## src/rtl/load_store_unit.sv

```systemverilog
// Load/store unit: bridges core byte/half/word accesses onto a 32-bit
// word bus with lane steering, sign/zero extension and a wait timeout.
module load_store_unit #(
    parameter int TIMEOUT = 255
) (
    input  logic        i_clk,
    input  logic        i_rst,
    input  logic        i_req,
    input  logic [3:0]  i_mem_op,
    input  logic [31:0] i_addr,
    input  logic [31:0] i_wdata,
    output logic        o_busy,
    output logic        o_done,
    output logic        o_fault,
    output logic [31:0] o_rdata,
    output logic        o_bus_valid,
    output logic        o_bus_we,
    output logic [31:0] o_bus_addr,
    output logic [3:0]  o_bus_be,
    output logic [31:0] o_bus_wdata,
    input  logic        i_bus_ready,
    input  logic        i_bus_rvalid,
    input  logic [31:0] i_bus_rdata
);

    localparam int CW = (TIMEOUT > 0) ? $clog2(TIMEOUT + 1) : 1;
    localparam logic [CW-1:0] TO_LIM = CW'(TIMEOUT);

    typedef enum logic [1:0] {
        S_IDLE,
        S_REQ,
        S_RESP,
        S_FIN
    } state_t;

    state_t         state_q, state_d;
    logic [3:0]     op_q, op_d;
    logic [31:0]    addr_q, addr_d;
    logic           we_q, we_d;
    logic [3:0]     be_q, be_d;
    logic [31:0]    wdata_q, wdata_d;
    logic [CW-1:0]  cnt_q, cnt_d;
    logic           done_q, done_d;
    logic           fault_q, fault_d;
    logic [31:0]    rdata_q, rdata_d;

    logic           op_legal;
    logic           op_store;
    logic           misaligned;
    logic [3:0]     be_n;
    logic [31:0]    wdata_n;
    logic [7:0]     ld_byte;
    logic [15:0]    ld_half;
    logic [31:0]    ld_value;
    logic [CW-1:0]  cnt_inc;
    logic           to_hit;

    // Decode the incoming request: legality, alignment, lanes, store data
    always_comb begin
        op_legal   = (i_mem_op[3] == 1'b0);
        op_store   = op_legal && (i_mem_op >= 4'd5);
        misaligned = 1'b0;
        be_n       = 4'b0001 << i_addr[1:0];
        wdata_n    = 32'd0;
        case (i_mem_op)
            4'd1, 4'd4, 4'd6: begin
                misaligned = i_addr[0];
                be_n       = i_addr[1] ? 4'b1100 : 4'b0011;
            end
            4'd2, 4'd7: begin
                misaligned = |i_addr[1:0];
                be_n       = 4'b1111;
            end
            default: ;
        endcase
        case (i_mem_op)
            4'd5:    wdata_n = {4{i_wdata[7:0]}};
            4'd6:    wdata_n = {2{i_wdata[15:0]}};
            4'd7:    wdata_n = i_wdata;
            default: wdata_n = 32'd0;
        endcase
    end

    // Pick the addressed lane from the read word and extend it
    always_comb begin
        case (addr_q[1:0])
            2'd0:    ld_byte = i_bus_rdata[7:0];
            2'd1:    ld_byte = i_bus_rdata[15:8];
            2'd2:    ld_byte = i_bus_rdata[23:16];
            default: ld_byte = i_bus_rdata[31:24];
        endcase
        ld_half = addr_q[1] ? i_bus_rdata[31:16] : i_bus_rdata[15:0];
        case (op_q)
            4'd0:    ld_value = {{24{ld_byte[7]}}, ld_byte};
            4'd1:    ld_value = {{16{ld_half[15]}}, ld_half};
            4'd3:    ld_value = {24'd0, ld_byte};
            4'd4:    ld_value = {16'd0, ld_half};
            default: ld_value = i_bus_rdata;
        endcase
    end

    // Wait counter increment and timeout detection
    always_comb begin
        cnt_inc = cnt_q + CW'(1);
        to_hit  = (TIMEOUT != 0) && (cnt_inc == TO_LIM);
    end

    // Next-state and datapath updates
    always_comb begin
        state_d = state_q;
        op_d    = op_q;
        addr_d  = addr_q;
        we_d    = we_q;
        be_d    = be_q;
        wdata_d = wdata_q;
        cnt_d   = cnt_q;
        done_d  = 1'b0;
        fault_d = 1'b0;
        rdata_d = rdata_q;
        case (state_q)
            S_IDLE: begin
                if (i_req) begin
                    op_d    = i_mem_op;
                    addr_d  = i_addr;
                    we_d    = op_store;
                    be_d    = be_n;
                    wdata_d = wdata_n;
                    if (!op_legal || misaligned) begin
                        state_d = S_FIN;
                        done_d  = 1'b1;
                        fault_d = 1'b1;
                        if (!op_store) begin
                            rdata_d = 32'd0;
                        end
                    end else begin
                        state_d = S_REQ;
                        cnt_d   = '0;
                    end
                end
            end
            S_REQ: begin
                if (i_bus_ready) begin
                    if (we_q) begin
                        state_d = S_FIN;
                        done_d  = 1'b1;
                    end else begin
                        state_d = S_RESP;
                    end
                end else if (to_hit) begin
                    state_d = S_FIN;
                    done_d  = 1'b1;
                    fault_d = 1'b1;
                    if (!we_q) begin
                        rdata_d = 32'd0;
                    end
                end else begin
                    cnt_d = cnt_inc;
                end
            end
            S_RESP: begin
                if (i_bus_rvalid) begin
                    state_d = S_FIN;
                    done_d  = 1'b1;
                    rdata_d = ld_value;
                end else if (to_hit) begin
                    state_d = S_FIN;
                    done_d  = 1'b1;
                    fault_d = 1'b1;
                    rdata_d = 32'd0;
                end else begin
                    cnt_d = cnt_inc;
                end
            end
            default: begin
                state_d = S_IDLE;
            end
        endcase
    end

    // State and captured-request registers
    always_ff @(posedge i_clk or posedge i_rst) begin
        if (i_rst) begin
            state_q <= S_IDLE;
            op_q    <= 4'd0;
            addr_q  <= 32'd0;
            we_q    <= 1'b0;
            be_q    <= 4'd0;
            wdata_q <= 32'd0;
            cnt_q   <= '0;
            done_q  <= 1'b0;
            fault_q <= 1'b0;
            rdata_q <= 32'd0;
        end else begin
            state_q <= state_d;
            op_q    <= op_d;
            addr_q  <= addr_d;
            we_q    <= we_d;
            be_q    <= be_d;
            wdata_q <= wdata_d;
            cnt_q   <= cnt_d;
            done_q  <= done_d;
            fault_q <= fault_d;
            rdata_q <= rdata_d;
        end
    end

    assign o_busy      = (state_q != S_IDLE);
    assign o_done      = done_q;
    assign o_fault     = fault_q;
    assign o_rdata     = rdata_q;
    assign o_bus_valid = (state_q == S_REQ);
    assign o_bus_we    = we_q;
    assign o_bus_addr  = {addr_q[31:2], 2'b00};
    assign o_bus_be    = be_q;
    assign o_bus_wdata = wdata_q;

endmodule
```

## config.mk

```make
export PLATFORM = sky130hd
export DESIGN_NAME = load_store_unit
export DESIGN_NICKNAME = d
export VERILOG_FILES = /design/src/rtl/load_store_unit.sv
export SDC_FILE = /design/constraint.sdc
export NUM_CORES = 1
export LEC_CHECK = 0
export ABC_AREA = 1
export ABC_CLOCK_PERIOD_IN_PS = 7100
export CORE_MARGIN = 4
export CORE_UTILIZATION = 51
export DETAILED_ROUTE_END_ITERATION = 16
export GPL_ROUTABILITY_DRIVEN = 0
export GPL_TIMING_DRIVEN = 0
export HOLD_SLACK_MARGIN = 0.03
export PLACE_DENSITY = 0.87
export SYNTH_ARGS = -nofsm -noshare
export SYNTH_HDL_FRONTEND = slang
export SYNTH_SLANG_ARGS = --single-unit
```

## constraint.sdc

```tcl
create_clock -name i_clk -period 7.1 [get_ports i_clk]
set_clock_uncertainty 0.2 [all_clocks]
set_input_delay 1.42 -clock i_clk [delete_from_list [all_inputs] [get_ports i_clk]]
set_output_delay 1.42 -clock i_clk [all_outputs]
set_load 0.05 [all_outputs]
```

==> flow_summary.yaml <==
status:
  status: "finished clean"
route:
  drc_errors: 0
  route.met3.wl_um: 2359
  antenna_left: 0
  dr.pass1.iters: 6
  via_count: 6785
  met1Wirelength_um: 7778
  viasPerCell: 5.239
  wl_per_cell_um: 15.62
  highest_layer: "met4"
  met2_wirelength_um: 9459
  wirelength_um: 20230
  drtIter0Drc: 630
power_and_ir_drop:
  vdd_ir_drop_max_mv: 0.3349
  p_leak_nw: 4.624
  p_clk_share_pct: 18.9
  powerDensity_nw_per_um2: 511.1
  combPwrFrac_pct: 58.1
  swShare_pct: 48.63
  p_switching_w: 0.002355
  finalPower_w: 0.004843
  internal-power_w: 0.002488
  seq_power_share_pct: 23.0
synthesis:
  ys_warn_count: 0
  syn_area_sq_um: 6516
  synth_top_family_by_area: "simple AND/OR/NAND/NOR gates"
  synth_ff_type: "dfrtp_1"
  synth-edff-count: 0
  async_flop_share_pct: 100.0
  ys_ff_latch: 117
  syn_area_per_cell_sq_um: 7.388
  synth_cells: 882
  synthMuxAreaShare_pct: 0
  synth_fa_ha_area_share_pct: 1.344
  yosysSeqAreaShare_pct: 44.93
  synth-xor-area-share_pct: 0
  synthDistinctLibCells: 34
  synth_simple_gate_area_share_pct: 32.81
  synth_compound_area_share_pct: 10.31
grt:
  grt_pass1_wl_um: 32760
  grtUsageTotal_pct: 28.14
  grt_pass1_vias: 6632
  grt_max_degree: 80
  overflow: 0
  antenna_found_initial: 0
cells_and_area:
  design_area_sq_um: 9474
  syn2layout_area_growth_pct: 45.39
  layout-drive-gt1-share_pct: 8.905
  layout_common_cells: "nand2_1, clkdlybuf4s50_1, dfrtp_1, nor2_1, inv_1"
  nets: 1222
  final_common_cell: "nand2_1"
  final_util_pct: 75.38
  antenna_cells: 0
  fillers: 934
hold_path:
  hold_path.class: "reg2reg"
  min-delay-start: "o_bus_be[2]$_DFFE_PP0P_"
sta:
  drv_slew: 0
  setup_viol: 0
  hold_viol_final: 0
  setup_tns_ns: 0
  period_share_pct: 53.94
  tightest_slew_ns: 0.5828
  rsz0062_at_grt: "no"
  min_period_ns: 3.830
  max_freq_ghz: 0.2611
  relSlewSlack_pct: 61.02
clock_tree:
  cts_tree: "built"
  clockBufferDepth: 2
  post_cts_buffers: 0
  cts-hold-fix-buffers: 0
  cts_resized: 0
  numCtsBuffers: 17
  clkSinkCount: 117
  clk_latency_ns: 0.41
  cts_root_buf: "clkbuf_16"
  clk_pin_slew_worst_paths_ns: 0.05
  cts.htree.levels: 4
setup_path:
  crit_family: "buffers and inverters"
  cp_cell_sequence: "inv_1 -> ha_1 -> buf_2 -> inv_1 -> clkdlybuf4s50_1"
  worst-path-buf-inv: 4
  cpMaxStageDelayCell: "clkdlybuf4s50_1"
  crit_top_cell: "inv_1"
  worst_setup_path_start_kind: "flop"
  reg2reg_setup_slack_ns: 4.56
  r2r-start: "state_q[0]$_DFFE_PP0P_"
  cp.arrival_ns: 2.21
  end_kind: "output port"
  slowest_delay_ns: 0.82
  path_max_fanout: 7
  setup.worst_path.start: "state_q[0]$_DFFE_PP0P_"
  worst-setup-path-type: "reg2out"
  required_ns: 5.48
job:
  max-cap-violations: 0
floorplan:
  die_h_um: 121.0
  rows: 41
  ios: 210
  die_area_sq_um: 14650
  coreArea_sq_um: 12570
  die_w_um: 121.0
  initial_core_util_pct: 51.85
place:
  dp.final_hpwl_um: 15240
  place_area_sq_um: 8840
  port_buffers: 207
## layer usage
metal,vias to the layer above,global-route usage (%)
li1,3260,-
met1,3104,33.74
met2,366,46.06
met3,55,11.14
met4,0,9.844
met5,-,0
## synthesized netlist by cell type, types with 5 or more instances
library cell  count  area [sq um]
a21oi_1          16         80.08
clkbuf_1         20         75.07
nor2_2            5         31.28
o21ai_0          48         240.2
nor2_1           66         247.7
a221oi_1          8         70.07
buf_4            36         270.3
nand4_1           7         43.79
o211ai_1         26         195.2
clkinv_1          8         30.03
nand2_1         343          1287
nand3_1          55         275.3
nand3b_1         18         135.1
dfrtp_1         117          2928
nor3_1            5         25.02
ha_1              7         87.58
inv_1            58         217.7
buf_2             9         45.04
## metrics by stage
stage / setup WS, ns / hold WS, ns / std cells
6_report: 3.270 / 0.2760 / 1295
3_3_place_gp: 0.7036 / 0.2625 / 1262
4_1_cts: 3.255 / 0.2796 / 1295
2_1_floorplan: 2.379 / 0.2500 / 883
5_1_grt: 3.192 / 0.2947 / 1295
3_5_place_dp: 3.413 / 0.2648 / 1263
## sequential cells by signal, indices dropped and copies added, names as in the netlist
| name | flops |
|---|---|
| addr_q | 32 |
| o_bus_wdata | 32 |
| o_rdata | 32 |
| cnt_q | 8 |
| o_bus_be | 4 |
| op_q | 4 |
| state_q | 2 |
| o_bus_we | 1 |
| o_done | 1 |
| o_fault | 1 |
## power by group through the flow
| stage | Sequential, W | Combinational, W | Clock (W) |
|---|---|---|---|
| after floorplan | 0.00166 | 0.00137 | 0 |
| after global placement | 0.00111 | 0.00274 | 0 |
| after detailed placement | 0.00112 | 0.00279 | 0 |
| after CTS | 0.00111 | 0.00281 | 0.000920 |
| after global routing | 0.00115 | 0.00301 | 0.000957 |
| final | 0.00111 | 0.00281 | 0.000915 |
## worst register-to-register path, cell delays in order, from the launching register on
cell and delay, ns:
dfrtp_1 0.40, inv_1 0.12, ha_1 0.22, buf_2 0.17, nand2_1 0.31, clkbuf_1 0.42
buf_1 0.45, nand2_1 0.11, nand2_1 0.09
## area by class of cell
class | instances | area, sq um | area share (%)
clock buffer | 20 | 456.7 | 4.820
timing repair buffer | 208 | 2100 | 22.16
sequential | 117 | 2928 | 30.90
tap | 172 | 215.2 | 2.272
buffer | 70 | 431.7 | 4.556
clock inverter | 12 | 177.7 | 1.875
inverter | 68 | 260.3 | 2.747
multi-input combinational | 628 | 2905 | 30.67
## cells by family (layout without fill, tap and decap cells)
kind of cell / after synthesis / in the layout
AOI/OAI and AO/OA: 110 / 110
adders and majority gates: 7 / 7
buffers and inverters: 138 / 378
DFF: 117 / 117
other: 1 / 2
and+or+nand+nor: 509 / 509
## path summary, 6_finish.rpt
path	end	cells after the start
worst min register to register	o_bus_be[2]$_DFFE_PP0P_	2
worst max-delay path	o_busy	5
max in group asynchronous	o_bus_wdata[15]$_DFFE_PP0P_	3
min in group asynchronous	addr_q[31]$_DFFE_PP0P_	2
worst min-delay path	o_bus_be[2]$_DFFE_PP0P_	2
worst max register to register	o_bus_wdata[28]$_DFFE_PP0P_	8
Power figures use the tool's default switching activity.
